## config.mk

```make
export PLATFORM = sky130hd
export DESIGN_NAME = approx_mult_err_monitor_flat
export DESIGN_NICKNAME = d
export VERILOG_FILES = /design/src/rtl/approx_mult_err_monitor_if.sv /design/src/rtl/approx_mult_err_monitor.sv /design/src/flat_wrapper.sv
export SDC_FILE = /design/constraint.sdc
export NUM_CORES = 1
export LEC_CHECK = 0
export BUFFER_PORTS_ARGS = -buffer_cell sky130_fd_sc_hd__buf_2
export CORE_MARGIN = 4
export CORE_UTILIZATION = 30
export DETAILED_ROUTE_END_ITERATION = 8
export HOLD_SLACK_MARGIN = 0.15
export PLACE_DENSITY = 0.43
export SYNTH_ARGS = -nofsm -noshare
export SYNTH_HDL_FRONTEND = slang
export SYNTH_SLANG_ARGS = --single-unit
```

## constraint.sdc

```tcl
create_clock -name clk -period 4.4 [get_ports clk]
set_input_delay 0.66 -clock clk [delete_from_list [all_inputs] [get_ports clk]]
set_output_delay 0.66 -clock clk [all_outputs]
set_load 0.02 [all_outputs]
```

## src/rtl/approx_mult_err_monitor_if.sv

```systemverilog
// Sample/result handshake bundle for the approximate-multiplier error monitor.
// The master side feeds samples and takes results; the slave side is the monitor.
interface approx_mult_err_monitor_if #(
    parameter int WIDTH    = 8,
    parameter int WIN_LOG2 = 8
);
    localparam int ACC_W = 2*WIDTH + WIN_LOG2;

    logic                 start;
    logic                 in_valid;
    logic                 in_ready;
    logic [WIDTH-1:0]     in_x;
    logic [WIDTH-1:0]     in_y;
    logic [2*WIDTH-1:0]   in_z;
    logic                 res_valid;
    logic                 res_ready;
    logic [ACC_W-1:0]     res_sum_abs;
    logic [ACC_W:0]       res_sum_err;
    logic [2*WIDTH-1:0]   res_max_abs;
    logic [WIDTH-1:0]     res_max_x;
    logic [WIDTH-1:0]     res_max_y;
    logic [WIN_LOG2:0]    res_err_cnt;
    logic                 busy;

    modport master (
        output start, in_valid, in_x, in_y, in_z, res_ready,
        input  in_ready, res_valid, res_sum_abs, res_sum_err, res_max_abs,
               res_max_x, res_max_y, res_err_cnt, busy
    );

    modport slave (
        input  start, in_valid, in_x, in_y, in_z, res_ready,
        output in_ready, res_valid, res_sum_abs, res_sum_err, res_max_abs,
               res_max_x, res_max_y, res_err_cnt, busy
    );
endinterface

```

## src/rtl/approx_mult_err_monitor.sv

```systemverilog
// Scores an approximate multiplier: err = x*y - z, windowed |err|/err sums, max and count.
// Two-stage pipeline, results 3 cycles after the last accept; in_ready is registered, results held until res_ready.
module approx_mult_err_monitor #(
    parameter int WIDTH    = 8,
    parameter int WIN_LOG2 = 8
) (
    input  logic                      clk,
    input  logic                      rst_n,
    approx_mult_err_monitor_if.slave  mon
);
    localparam int ACC_W = 2*WIDTH + WIN_LOG2;
    localparam logic [WIN_LOG2:0] WIN_LAST = {1'b0, {WIN_LOG2{1'b1}}};

    typedef enum logic [1:0] {IDLE, ACCUM, DRAIN, REPORT} state_t;

    state_t               state;
    logic [WIN_LOG2:0]    cnt;
    logic [1:0]           dcnt;
    logic                 in_ready_q;
    logic                 res_valid_q;
    logic [ACC_W-1:0]     res_sum_abs_q;
    logic [ACC_W:0]       res_sum_err_q;
    logic [2*WIDTH-1:0]   res_max_abs_q;
    logic [WIDTH-1:0]     res_max_x_q;
    logic [WIDTH-1:0]     res_max_y_q;
    logic [WIN_LOG2:0]    res_err_cnt_q;

    logic                 s1_vld;
    logic [WIDTH-1:0]     s1_x;
    logic [WIDTH-1:0]     s1_y;
    logic [2*WIDTH:0]     s1_err;
    logic [ACC_W-1:0]     sum_abs;
    logic [ACC_W:0]       sum_err;
    logic [2*WIDTH-1:0]   max_abs;
    logic [WIDTH-1:0]     max_x;
    logic [WIDTH-1:0]     max_y;
    logic [WIN_LOG2:0]    err_cnt;

    logic                 accept;
    logic                 clr;
    logic [2*WIDTH-1:0]   prod;
    logic [2*WIDTH:0]     err_in;
    logic [2*WIDTH-1:0]   abs_err;

    assign accept = in_ready_q && mon.in_valid;
    assign clr    = (state == IDLE) && mon.start;

    always_comb begin
        prod    = {{WIDTH{1'b0}}, mon.in_x} * {{WIDTH{1'b0}}, mon.in_y};
        err_in  = {1'b0, prod} - {1'b0, mon.in_z};
        abs_err = s1_err[2*WIDTH] ? (~s1_err[2*WIDTH-1:0] + 1'b1) : s1_err[2*WIDTH-1:0];
    end

    always_ff @(posedge clk or negedge rst_n) begin
        if (!rst_n) begin
            state         <= IDLE;
            cnt           <= '0;
            dcnt          <= '0;
            in_ready_q    <= 1'b0;
            res_valid_q   <= 1'b0;
            res_sum_abs_q <= '0;
            res_sum_err_q <= '0;
            res_max_abs_q <= '0;
            res_max_x_q   <= '0;
            res_max_y_q   <= '0;
            res_err_cnt_q <= '0;
        end else begin
            case (state)
                IDLE: begin
                    if (mon.start) begin
                        state      <= ACCUM;
                        cnt        <= '0;
                        in_ready_q <= 1'b1;
                    end
                end
                ACCUM: begin
                    if (accept) begin
                        cnt <= cnt + 1'b1;
                        if (cnt == WIN_LAST) begin
                            state      <= DRAIN;
                            in_ready_q <= 1'b0;
                            dcnt       <= '0;
                        end
                    end
                end
                DRAIN: begin
                    // Hold until the final sample has cleared both pipeline stages.
                    if (dcnt == 2'd2) begin
                        state         <= REPORT;
                        res_valid_q   <= 1'b1;
                        res_sum_abs_q <= sum_abs;
                        res_sum_err_q <= sum_err;
                        res_max_abs_q <= max_abs;
                        res_max_x_q   <= max_x;
                        res_max_y_q   <= max_y;
                        res_err_cnt_q <= err_cnt;
                    end else begin
                        dcnt <= dcnt + 1'b1;
                    end
                end
                REPORT: begin
                    if (mon.res_ready) begin
                        state       <= IDLE;
                        res_valid_q <= 1'b0;
                    end
                end
                default: state <= IDLE;
            endcase
        end
    end

    always_ff @(posedge clk or negedge rst_n) begin
        if (!rst_n) begin
            s1_vld  <= 1'b0;
            s1_x    <= '0;
            s1_y    <= '0;
            s1_err  <= '0;
            sum_abs <= '0;
            sum_err <= '0;
            max_abs <= '0;
            max_x   <= '0;
            max_y   <= '0;
            err_cnt <= '0;
        end else begin
            s1_vld <= accept;
            if (accept) begin
                s1_x   <= mon.in_x;
                s1_y   <= mon.in_y;
                s1_err <= err_in;
            end
            if (clr) begin
                sum_abs <= '0;
                sum_err <= '0;
                max_abs <= '0;
                max_x   <= '0;
                max_y   <= '0;
                err_cnt <= '0;
            end else if (s1_vld) begin
                sum_abs <= sum_abs + {{WIN_LOG2{1'b0}}, abs_err};
                sum_err <= sum_err + {{WIN_LOG2{s1_err[2*WIDTH]}}, s1_err};
                err_cnt <= err_cnt + {{WIN_LOG2{1'b0}}, |s1_err};
                // Strict compare keeps the earliest sample on ties.
                if (abs_err > max_abs) begin
                    max_abs <= abs_err;
                    max_x   <= s1_x;
                    max_y   <= s1_y;
                end
            end
        end
    end

    assign mon.in_ready    = in_ready_q;
    assign mon.res_valid   = res_valid_q;
    assign mon.res_sum_abs = res_sum_abs_q;
    assign mon.res_sum_err = res_sum_err_q;
    assign mon.res_max_abs = res_max_abs_q;
    assign mon.res_max_x   = res_max_x_q;
    assign mon.res_max_y   = res_max_y_q;
    assign mon.res_err_cnt = res_err_cnt_q;
    assign mon.busy        = (state != IDLE);
endmodule

```

## src/flat_wrapper.sv

```systemverilog
// flat-port wrapper written by rule: the top's interface ports become plain ports
module approx_mult_err_monitor_flat 
#(
    parameter int WIDTH    = 8,
    parameter int WIN_LOG2 = 8
)
  (clk, rst_n, mon_start, mon_in_valid, mon_in_x, mon_in_y, mon_in_z, mon_res_ready, mon_in_ready, mon_res_valid, mon_res_sum_abs, mon_res_sum_err, mon_res_max_abs, mon_res_max_x, mon_res_max_y, mon_res_err_cnt, mon_busy);
  approx_mult_err_monitor_if #(.WIDTH(WIDTH), .WIN_LOG2(WIN_LOG2)) mon_i ();
  input  logic clk;
  input  logic rst_n;
  input wire logic [$bits(mon_i.start)-1:0] mon_start;
  input wire logic [$bits(mon_i.in_valid)-1:0] mon_in_valid;
  input wire logic [$bits(mon_i.in_x)-1:0] mon_in_x;
  input wire logic [$bits(mon_i.in_y)-1:0] mon_in_y;
  input wire logic [$bits(mon_i.in_z)-1:0] mon_in_z;
  input wire logic [$bits(mon_i.res_ready)-1:0] mon_res_ready;
  output wire logic [$bits(mon_i.in_ready)-1:0] mon_in_ready;
  output wire logic [$bits(mon_i.res_valid)-1:0] mon_res_valid;
  output wire logic [$bits(mon_i.res_sum_abs)-1:0] mon_res_sum_abs;
  output wire logic [$bits(mon_i.res_sum_err)-1:0] mon_res_sum_err;
  output wire logic [$bits(mon_i.res_max_abs)-1:0] mon_res_max_abs;
  output wire logic [$bits(mon_i.res_max_x)-1:0] mon_res_max_x;
  output wire logic [$bits(mon_i.res_max_y)-1:0] mon_res_max_y;
  output wire logic [$bits(mon_i.res_err_cnt)-1:0] mon_res_err_cnt;
  output wire logic [$bits(mon_i.busy)-1:0] mon_busy;
  assign mon_i.start = mon_start;
  assign mon_i.in_valid = mon_in_valid;
  assign mon_i.in_x = mon_in_x;
  assign mon_i.in_y = mon_in_y;
  assign mon_i.in_z = mon_in_z;
  assign mon_i.res_ready = mon_res_ready;
  assign mon_in_ready = mon_i.in_ready;
  assign mon_res_valid = mon_i.res_valid;
  assign mon_res_sum_abs = mon_i.res_sum_abs;
  assign mon_res_sum_err = mon_i.res_sum_err;
  assign mon_res_max_abs = mon_i.res_max_abs;
  assign mon_res_max_x = mon_i.res_max_x;
  assign mon_res_max_y = mon_i.res_max_y;
  assign mon_res_err_cnt = mon_i.res_err_cnt;
  assign mon_busy = mon_i.busy;
  approx_mult_err_monitor #(.WIDTH(WIDTH), .WIN_LOG2(WIN_LOG2)) u_core (.clk(clk), .rst_n(rst_n), .mon(mon_i));
endmodule
```

==> flow_summary_export.csv, run 1 <==
group,metric,value,unit
placement,place.gp.congestion,0.8299,
routing,vias,10694,
sta,tightestPinTransition,1.042,ns
sta,slew_viol_final,0,
floorplanning,die_h,227.1,um
power_and_ir_drop,fin_total_pwr,13.67,mW
critical_path,cp_slowest_stage_delay,0.56,ns
critical_path,crit_type,"primary input to register",
floorplanning,dieArea,51590,sq um
placement,pre_cts_ws,-0.2903,ns
sta,period_needed,4.093,ns
critical_path,r2r-end,"u_core.sum_abs[23]",
placement,io_buffers,129,
synth,synth_nets,1643,
run,maxCapViolations,0,
global_routing,overflow,0,
cts,cts_buffer_depth,3,
critical_path,end_kind,"register",
synth,ys_seq_elements,229,
placement,dp_hpwl,28260,um
synth,synth-warning-count,0,
routing,viasPerCell,4.757,
cells_and_area,area_growth,19.04,%
global_routing,grt_pass1_vias,10985,
floorplanning,core.rowCount,80,
critical_path,r2r_slack,0.40,ns
cts,clk_latency,0.54,ns
routing,finalWirelength,37680,um
synth,synth_ff_type,"dfrtp_1",
cts,root_buffer,"clkbuf_16",
sta,fin_crit_sh,93.03,%
cts,cts_tree,"yes",
status,status,"finished clean",
power_and_ir_drop,peakVddDrop,313.6,uV
critical_path,critical_path_buf_inv_count,3,
cells_and_area,diodes,0,
synth,synth_edf_count,0,
cts,htree_levels,1,
sta,fin_ws,0.3066,ns
global_routing,grt_usage,14.67,%
cells_and_area,nets,1814,
synth,syn_inst,1445,
global_routing,grt_pass1_wl,61100,um
cts,numClockSinks,229,
critical_path,r2r_start,"u_core.s1_err[1]",
power_and_ir_drop,p_leak,8.314,nW
global_routing,grt_antenna_before_repair,0,
sta,slew_headroom,30.56,%
floorplanning,design.core.area,47650,sq um
synth,synth.most_common_cell,"dfrtp_1",
critical_path,crit_chain,"buf_2 > and2_1 > fa_1 > fa_1 > fa_1 > inv_1 > fa_1 > inv_1 > ha_1 > a21o_1 > a21o_1 > a41oi_1 > nor2b_1 > nor2_1 > xor2_1 > o21ai_0",
synth,synth_area_per_cell,9.971,sq um
critical_path,path_common_cell,"fa_1",
hold_path,hold_path_class,"primary input to asynchronous set/reset pin",
routing,wire_per_inst,16.76,um
critical_path,critPathLaunchType,"primary input",
synth,yosys-top-cells-count,"dfrtp_1, nand2_1, o21ai_0, inv_1, ha_1",
critical_path,cp_top_family,"adder cells",
routing,initialDrtViolationCount,569,
critical_path,slowest_stage,"fa_1",
cells_and_area,fill_cells,4886,
floorplanning,ioPinCount,130,
sta,finalSetupViolCount,0,
synth,async_flop_share,100.0,%
routing,first_pass_iters,5,
cts,cts_made_buffers,27,
critical_path,arrival,4.49,ns
synth,synth_area_leaders,"dfrtp_1, ha_1, fa_1",
cts,cts_hold_buf,0,
synth,syn-cell-area,14410,sq um
synth,synth_top_area_cell,"dfrtp_1",
sta,final_hold_viol_count,0,
floorplanning,die_x,227.1,um
synth,ys_types,63,
routing,drcViolationCount,0,
synth,yosysSeqAreaShare,39.77,%
cells_and_area,drive_above_1_share,21.56,%
global_routing,grt_max_degree,97,
routing,ant_nets,0,
sta,fmax,244.3,MHz
power_and_ir_drop,power-per-cell-area,796.9,nW/um^2
sta,rsz0062_at_grt,"false",
critical_path,reg2reg_depth,17,
sta,skew,0.01546,ns
critical_path,cp.required,4.79,ns
synth,netlist.area_leader.share,39.77,%
floorplanning,start_util,30.24,%
cts,path_clk_slew,0.06,ns
critical_path,critPathMaxFanout,8,
metrics by stage:
stage          utilization [%]  area, sq um  setup TNS (ns)  instances  hold slack (ns)
2_1_floorplan                -        14440               0       1445           0.3644
3_3_place_gp             34.00        16200          -1.424       2201           0.4614
3_5_place_dp             34.00        16200          -1.807       2201           0.4664
4_1_cts                  35.95        17130               0       2247           0.1574
5_1_grt                  36.00        17150               0       2248           0.1856
6_report                 36.00        17150               0       2248           0.1221
power breakdown:
group / switching [mW] / internal, mW
sequential: 0.639 / 2.91
combinational: 4.46 / 3.31
clock: 0.885 / 1.47
total: 5.98 / 7.69
cells by family (layout without fill, tap and decap cells):
logic type	Yosys count	count (layout)	share of synthesized area (%)
compound gates	300	300	13.04
xor+xnor	73	73	4.438
fa+ha+maj	161	161	16.69
buf+inv	174	362	4.611
flops	229	229	39.77
mux	109	109	8.363
simple gates	399	399	13.08
what timing repair did:
item / CTS / global route
buffers inserted: 0 / 1
endpoints found under the setup margin: 0 / 23
hold endpoints to repair: 0 / 0
gates resized for setup: 0 / 3
worst max path at each step:
| stage | slack [ns] | depth (start not counted) | end | startpoint |
|---|---|---|---|---|
| final | 0.31 | 16 | u_core.s1_err[11] | mon_in_x[3] |
| after global routing | 0.02 | 18 | u_core.s1_err[14] | mon_in_x[1] |
| after CTS | 0.24 | 17 | u_core.sum_abs[23] | u_core.s1_err[1] |
| after detailed placement | -0.29 | 18 | u_core.s1_err[14] | mon_in_x[1] |
| after global placement | -0.26 | 16 | u_core.s1_err[11] | mon_in_x[1] |
| after floorplan | 0.005 | 17 | u_core.s1_err[14] | mon_in_y[2] |
layer usage:
metal	routed length, um	share of wire [%]	global-route usage (%)	up-vias
met4	898	2.4	3.806	0
met5	0	0	0	-
met2	17980	48	25.07	161
met3	1314	3.5	1.857	51
met1	17480	46	19.84	5142
li1	-	-	-	5340
registers in the layout, summed over array words and instances (netlist names), 2 cells and up:
signal / flops
u_core.s1_x: 8
u_core.s1_y: 8
u_core.cnt: 9
u_core.mon.res_sum_abs: 24
u_core.mon.res_sum_err: 25
u_core.mon.res_max_abs: 16
u_core.max_y: 8
u_core.state: 2
u_core.sum_err: 25
u_core.max_abs: 16
u_core.dcnt: 2
u_core.mon.res_max_x: 8
u_core.mon.res_max_y: 8
u_core.mon.res_err_cnt: 9
u_core.s1_err: 17
u_core.max_x: 8
u_core.err_cnt: 9
u_core.sum_abs: 24
cells in the final DEF, fill, tap and decap left out, types with 12 or more instances in the layout:
cell	Yosys	final
ha_1	109	107
o31ai_1	19	19
inv_1	118	118
o21a_1	12	12
a211oi_1	15	15
nor2b_1	12	12
a21o_1	19	19
buf_2	3	128
nand3_1	52	52
xor2_1	30	30
nand4_1	14	14
fa_1	52	52
clkbuf_16	0	27
dfrtp_1	229	228
a21oi_1	61	59
o21ai_0	120	120
mux2i_1	18	18
nand2_1	150	148
and2_1	51	50
xnor2_1	43	43
mux2_2	91	91
buf_4	2	66
nor2_1	73	73
worst reg2reg max path: stages (launching register included):
cell,delay (ns)
dfrtp_1,0.41
inv_1,0.15
ha_1,0.18
nand2b_1,0.07
or4_1,0.43
or2_1,0.31
o21ai_0,0.21
xnor2_1,0.19
ha_1,0.41
and3_1,0.23
nand3_1,0.08
o21ai_0,0.21
buf_4,0.16
o21ai_0,0.08
buf_4,0.17
o41ai_2,0.36
buf_4,0.17
o21ai_0,0.07
area by class of cell:
cell class / instances / area (sq um) / area share [%]
tap: 615 / 769.5 / 4.487
multi-input combinational: 1042 / 8082 / 47.12
clock buffer: 39 / 790.8 / 4.611
clock inverter: 7 / 138.9 / 0.8098
inverter: 119 / 446.7 / 2.605
timing repair buffer: 197 / 1191 / 6.945
sequential: 229 / 5732 / 33.42
No activity file was read; power rests on OpenSTA's default activity.
==> run 2, diff against run 1 <==
CTS_BUF_LIST = sky130_fd_sc_hd__clkbuf_4   (was not set)
==> run 2 against run 1 <==
  * Final area decreased by 0.11%
  * Combinational power about the same
  * Count of clock-buffer cells in the layout increased by 61
  * First-iteration DRC count decreased by 12%
  * Sequential cell count unchanged
  * Via count increased by 2.4%
  * Critical path depth decreased by 1
  * Non-clock buffer count increased by 2
  * Clock power decreased by 9.8%
  * Routed wire length increased by 1.2%
  * Die area unchanged
  * Fmax increased by 1.9%
  * Highest routed layer unchanged
==> flow_summary_export.csv, run 2 (same netlist as run 1, synthesis figures left out) <==
group,metric,value,unit
routing,viasPerCell,4.708,
floorplanning,die_x,227.1,um
routing,vias,10951,
cells_and_area,drive_above_1_share,24.44,%
critical_path,r2r_slack,0.38,ns
routing,initialDrtViolationCount,499,
hold_path,hold_path_class,"primary input to register",
placement,place.gp.congestion,0.8299,
routing,ant_nets,0,
critical_path,r2r-end,"u_core.max_abs[4]",
floorplanning,design.core.area,47650,sq um
sta,skew,0.04930,ns
sta,tightestPinTransition,1.042,ns
cts,numClockSinks,229,
floorplanning,die_h,227.1,um
power_and_ir_drop,power-per-cell-area,784.0,nW/um^2
cells_and_area,nets,1860,
sta,rsz0062_at_grt,"false",
sta,fmax,249.0,MHz
floorplanning,ioPinCount,130,
placement,io_buffers,129,
critical_path,crit_type,"register to register",
global_routing,grt_max_degree,97,
placement,dp_hpwl,28260,um
routing,drcViolationCount,0,
hold_path,hold_end,"u_core.s1_err[0]",
floorplanning,core.rowCount,80,
run,maxCapViolations,0,
cts,root_buffer,"clkbuf_4",
sta,finalSetupViolCount,0,
sta,slew_headroom,30.53,%
hold_path,worstHoldStart,"mon_in_z[0]",
floorplanning,dieArea,51590,sq um
critical_path,critPathMaxFanout,19,
hold_path,min_delay_path_depth,4,
cells_and_area,final_area,17130,sq um
power_and_ir_drop,fin_total_pwr,13.43,mW
cells_and_area,regArea,5732,sq um
global_routing,grt_pass1_vias,11378,
global_routing,grt_antenna_before_repair,1,
critical_path,arrival,4.63,ns
cells_and_area,area_growth,18.91,%
routing,wire_per_inst,16.40,um
critical_path,end_kind,"register",
critical_path,r2r_start,"u_core.s1_err[1]",
routing,first_pass_iters,5,
floorplanning,start_util,30.24,%
cts,cts_made_buffers,71,
cts,cts_buffer_depth,3,
placement,place_area,16200,sq um
sta,setup_tns,0,ns
cts,path_clk_slew,0.06,ns
cells_and_area,layout_common_cells,"dfrtp_1, nand2_1, buf_2",
power_and_ir_drop,p_leak,8.390,nW
sta,final_hold_viol_count,0,
sta,fin_crit_sh,91.29,%
power_and_ir_drop,peakVddDrop,207.6,uV
cells_and_area,fill_cells,4950,
global_routing,grt_usage,15.10,%
cts,cts_tree,"yes",
cts,clk_latency,0.76,ns
cells_and_area,multi_input_area,8078,sq um
critical_path,critPathLaunchType,"register",
cts,htree_levels,3,
global_routing,overflow,0,
status,status,"finished clean",
critical_path,reg2reg_depth,15,
placement,pre_cts_ws,-0.2903,ns
routing,finalWirelength,38140,um
sta,slew_viol_final,0,
critical_path,cp.required,5.02,ns
sta,fin_ws,0.3835,ns
sta,period_needed,4.017,ns
global_routing,grt_pass1_wl,61860,um
cells_and_area,final_common_cell,"dfrtp_1",
## run 2: layout make-up
| class | instances | share of cell area (%) |
|---|---|---|
| tap | 615 | 4.492 |
| clock buffer | 100 | 4.382 |
| timing repair buffer | 199 | 7.070 |
| clock inverter | 21 | 0.8253 |
| multi-input combinational | 1042 | 47.15 |
| inverter | 119 | 2.607 |
| antenna | 1 | 0.01461 |
| sequential | 229 | 33.46 |
## run 2: worst max-delay path: stages, from the launching register on
cell,delay [ns]
dfrtp_1,0.40
inv_1,0.15
ha_1,0.18
nand2b_1,0.07
or4_1,0.42
or2_1,0.31
o41ai_1,0.33
xnor2_1,0.27
ha_1,0.35
nand2_1,0.05
nor3_1,0.31
o311ai_0,0.30
a21oi_4,0.28
buf_4,0.28
nand3_1,0.10
o31ai_1,0.10
## run 2: routing by layer
layer  wire length, um  GRT usage, %  vias up
met5                 0             0        -
met1             17710         19.63     5233
li1                  -             -     5479
met4               940         6.032        0
met3              1499         2.940       48
met2             17990         24.89      191
## run 2: power by group
part	total [mW]	internal [mW]	switching (mW)
sequential	3.55	2.91	0.640
clock	2.12	1.16	0.957
combinational	7.76	3.31	4.46
## run 2: timing repair
action                                 CTS  global route
endpoints found under the hold margin   94             0
hold buffers                             2             0
resized for setup                        0             2
setup buffers                            0             1
setup endpoints to repair                0            18
## run 2: worst max path at each step
stage | from | endpoint | slack, ns | cells past startpoint
3_3_place_gp | mon_in_x[1] | u_core.s1_err[11] | -0.26 | 16
6_report | u_core.s1_err[1] | u_core.max_abs[4] | 0.38 | 15
4_1_cts | u_core.s1_err[1] | u_core.max_abs[9] | 0.25 | 15
2_1_floorplan | mon_in_y[2] | u_core.s1_err[14] | 0.005 | 17
3_5_place_dp | mon_in_x[1] | u_core.s1_err[14] | -0.29 | 18
5_1_grt | u_core.s1_err[1] | u_core.max_abs[5] | 0.01 | 15
## run 2: through the flow
step,hold WS (ns),instances,util (%)
floorplan,0.3644,1445,-
global placement,0.4614,2201,34.00
detailed placement,0.4664,2201,34.00
CTS,0.2182,2324,35.91
global route,0.2772,2326,35.96
finish,0.3234,2326,35.96
==> run 3, diff against run 2 <==
ABC_AREA = 1   (was not set)
==> run 3 against run 2 <==
  * Register-to-register slack better by 0.52 ns
  * Routed wire length is 19% higher
  * Setup slack better by 0.30 ns
  * Synthesized cell count is 41% higher
  * Fmax is 8.1% higher
  * Via count is 22% higher
  * Synthesized area is 9.4% higher
  * Clock skew is 0.015 ns higher
  * First-iteration DRC count is 16% higher
  * Sequential power is 2% lower
  * Critical path depth is 2 higher
  * Non-clock buffer count is 15 lower
  * Critical endpoint is now u_core.s1_err[11]
  * Largest cell class unchanged
  * Largest power group unchanged
  * Highest routed layer is now met5
==> flow_summary_export.csv, run 3 <==
group,metric,value,unit
status,status,"finished clean",
critical_path,critPathMaxFanout,8,
synth,ys_types,45,
synth,synth_area_leaders,"dfrtp_1, nand2_1, ha_1",
sta,final_hold_viol_count,0,
routing,finalWirelength,45330,um
global_routing,overflow,0,
sta,skew,0.06450,ns
synth,synth.most_common_cell,"nand2_1",
cells_and_area,nets,2418,
synth,synth_top_area_cell,"dfrtp_1",
cts,htree_levels,3,
cts,cts_buffer_depth,3,
cts,cts_tree,"yes",
routing,vias,13409,
routing,initialDrtViolationCount,579,
cts,root_buffer,"clkbuf_4",
floorplanning,design.core.area,51610,sq um
synth,synth_ff_type,"dfrtp_1",
critical_path,crit_type,"primary input to register",
critical_path,r2r_slack,0.90,ns
placement,io_buffers,129,
routing,wire_per_inst,15.41,um
placement,place_area,17350,sq um
global_routing,grt_antenna_before_repair,2,
global_routing,grt_usage,16.20,%
placement,dp_hpwl,34950,um
synth,synth_edf_count,0,
sta,setup_tns,0,ns
sta,fmax,269.1,MHz
sta,fin_ws,0.6838,ns
critical_path,arrival,4.31,ns
floorplanning,dieArea,56260,sq um
critical_path,cp.required,4.99,ns
cells_and_area,area_growth,15.51,%
synth,syn_inst,2032,
synth,async_flop_share,100.0,%
sta,slew_headroom,54.08,%
routing,first_pass_iters,5,
sta,fin_crit_sh,84.46,%
global_routing,grt_pass1_vias,13348,
sta,slew_viol_final,0,
cells_and_area,final_area,18200,sq um
synth,netlist.area_leader.share,36.37,%
hold_path,hold_path_class,"primary input to register",
sta,period_needed,3.716,ns
floorplanning,start_util,30.53,%
cells_and_area,instances_no_fill,2942,
cells_and_area,drive_above_1_share,16.81,%
synth,synth_area_per_cell,7.755,sq um
placement,place.gp.congestion,0.8515,
synth,yosys-top-cells-count,"nand2_1, inv_1, dfrtp_1, o21ai_0, ha_1",
critical_path,end_kind,"register",
synth,synth_nets,2230,
cells_and_area,fill_cells,5561,
routing,viasPerCell,4.558,
synth,synth-warning-count,0,
global_routing,grt_pass1_wl,73110,um
routing,ant_nets,0,
floorplanning,ioPinCount,130,
sta,rsz0062_at_grt,"false",
power_and_ir_drop,power-per-cell-area,730.0,nW/um^2
run,maxCapViolations,0,
placement,dp_cells,2828,
synth,yosysSeqAreaShare,36.37,%
synth,syn-cell-area,15760,sq um
routing,drcViolationCount,0,
synth,ys_seq_elements,229,
placement,pre_cts_ws,-0.06990,ns
floorplanning,core.rowCount,83,
cts,postCtsSetupRepairBufs,0,
critical_path,critPathLaunchType,"primary input",
hold_path,min_delay_path_depth,4,
power_and_ir_drop,peakVddDrop,331.6,uV
cts,clk_latency,0.77,ns
global_routing,grt_max_degree,88,
floorplanning,die_x,237.2,um
floorplanning,die_h,237.2,um
critical_path,reg2reg_depth,17,
power_and_ir_drop,p_leak,10.22,nW
cts,numClockSinks,229,
cts,cts_made_buffers,69,
cts,path_clk_slew,0.05,ns
sta,tightestPinTransition,0.6887,ns
cells_and_area,final_common_cell,"nand2_1",
sta,finalSetupViolCount,0,
cells_and_area,post-route-util,35.26,%
cells_and_area,layout_common_cells,"nand2_1, inv_1, dfrtp_1",
[run 3: cell types whose count changed in the layout (fill, tap and decap cells not counted), sizes merged, moves of 19 or more]
cell   previous run  this run
inv             120       349
mux2             91        40
nand2           150       625
o31ai            20         1
and2             51         8
xnor2            43         4
nor2             73       104
xor2             30        11
nand3            53       112
nand4            14        49
a21oi            62        82
[run 3: power by group]
part | internal (mW) | total (mW) | switching (mW)
logic | 2.67 | 7.74 | 5.06
clock network | 1.12 | 2.07 | 0.946
registers | 2.87 | 3.48 | 0.617
total | 6.66 | 13.3 | 6.63
[run 3: critical path, cell delays in order]
cell and delay [ns]:
buf_2 0.18, nand2_1 0.10, fa_1 0.54, inv_1 0.05, fa_1 0.49, fa_1 0.50, inv_1 0.06, fa_1 0.52
inv_1 0.04, ha_1 0.31, buf_4 0.15, nand2_1 0.11, a21oi_1 0.06, o21ai_0 0.23, nand4_1 0.12, nand3_1 0.11
o21ai_0 0.08
[run 3: repair_timing]
action / CTS / global route
gates resized for setup: 0 / 0
endpoints found under the hold margin: 80 / 0
hold buffers: 1 / 0
setup endpoints to repair: 0 / 0
[run 3: worst paths after layout]
check,endpoint,from
setup / recovery,u_core.s1_err[11],mon_in_x[4]
hold / removal,u_core.s1_x[1],mon_in_x[1]
setup reg to reg,u_core.max_abs[15],u_core.s1_err[0]
hold reg to reg,u_core.mon.res_max_abs[11],u_core.mon.res_max_abs[11]
max in group asynchronous,u_core.max_y[6],rst_n
min in group asynchronous,u_core.max_abs[0],rst_n
[run 3: per-stage QoR]
step	hold WS [ns]	total power [mW]
after CTS	0.2391	13.56
final	0.3570	13.29
after global routing	0.3214	14.73
after global placement	0.4606	11.32
after floorplan	0.3644	8.926
after detailed placement	0.4669	11.37
[run 3: cells by family after synthesis]
| kind of cell | share of synthesized area, % |
|---|---|
| adder cells (fa/ha/maj) | 15.26 |
| XOR/XNOR | 0.8337 |
| flip-flops | 36.37 |
| AND/OR/NAND/NOR | 26.01 |
| multiplexers | 2.922 |
| AO/OA/AOI/OAI | 8.091 |
| buffers and inverters | 10.51 |
[run 3: layout make-up]
| class | instances | area (sq um) | area share (%) |
|---|---|---|---|
| multi-input combinational | 1389 | 8378 | 46.03 |
| antenna | 1 | 2.502 | 0.01375 |
| clock inverter | 15 | 110.1 | 0.6049 |
| inverter | 347 | 1305 | 7.170 |
| timing repair buffer | 184 | 1096 | 6.022 |
| sequential | 229 | 5731 | 31.48 |
| tap | 680 | 850.8 | 4.675 |
| clock buffer | 97 | 728.2 | 4.001 |
[run 3: routing by layer]
| layer | vias to the layer above | track usage, % | wire length (um) |
|---|---|---|---|
| met3 | 73 | 2.761 | 1744 |
| met2 | 212 | 24.90 | 19930 |
| li1 | 6842 | - | - |
| met5 | - | 0 | 13 |
| met4 | 2 | 5.573 | 1077 |
| met1 | 6280 | 23.18 | 22560 |
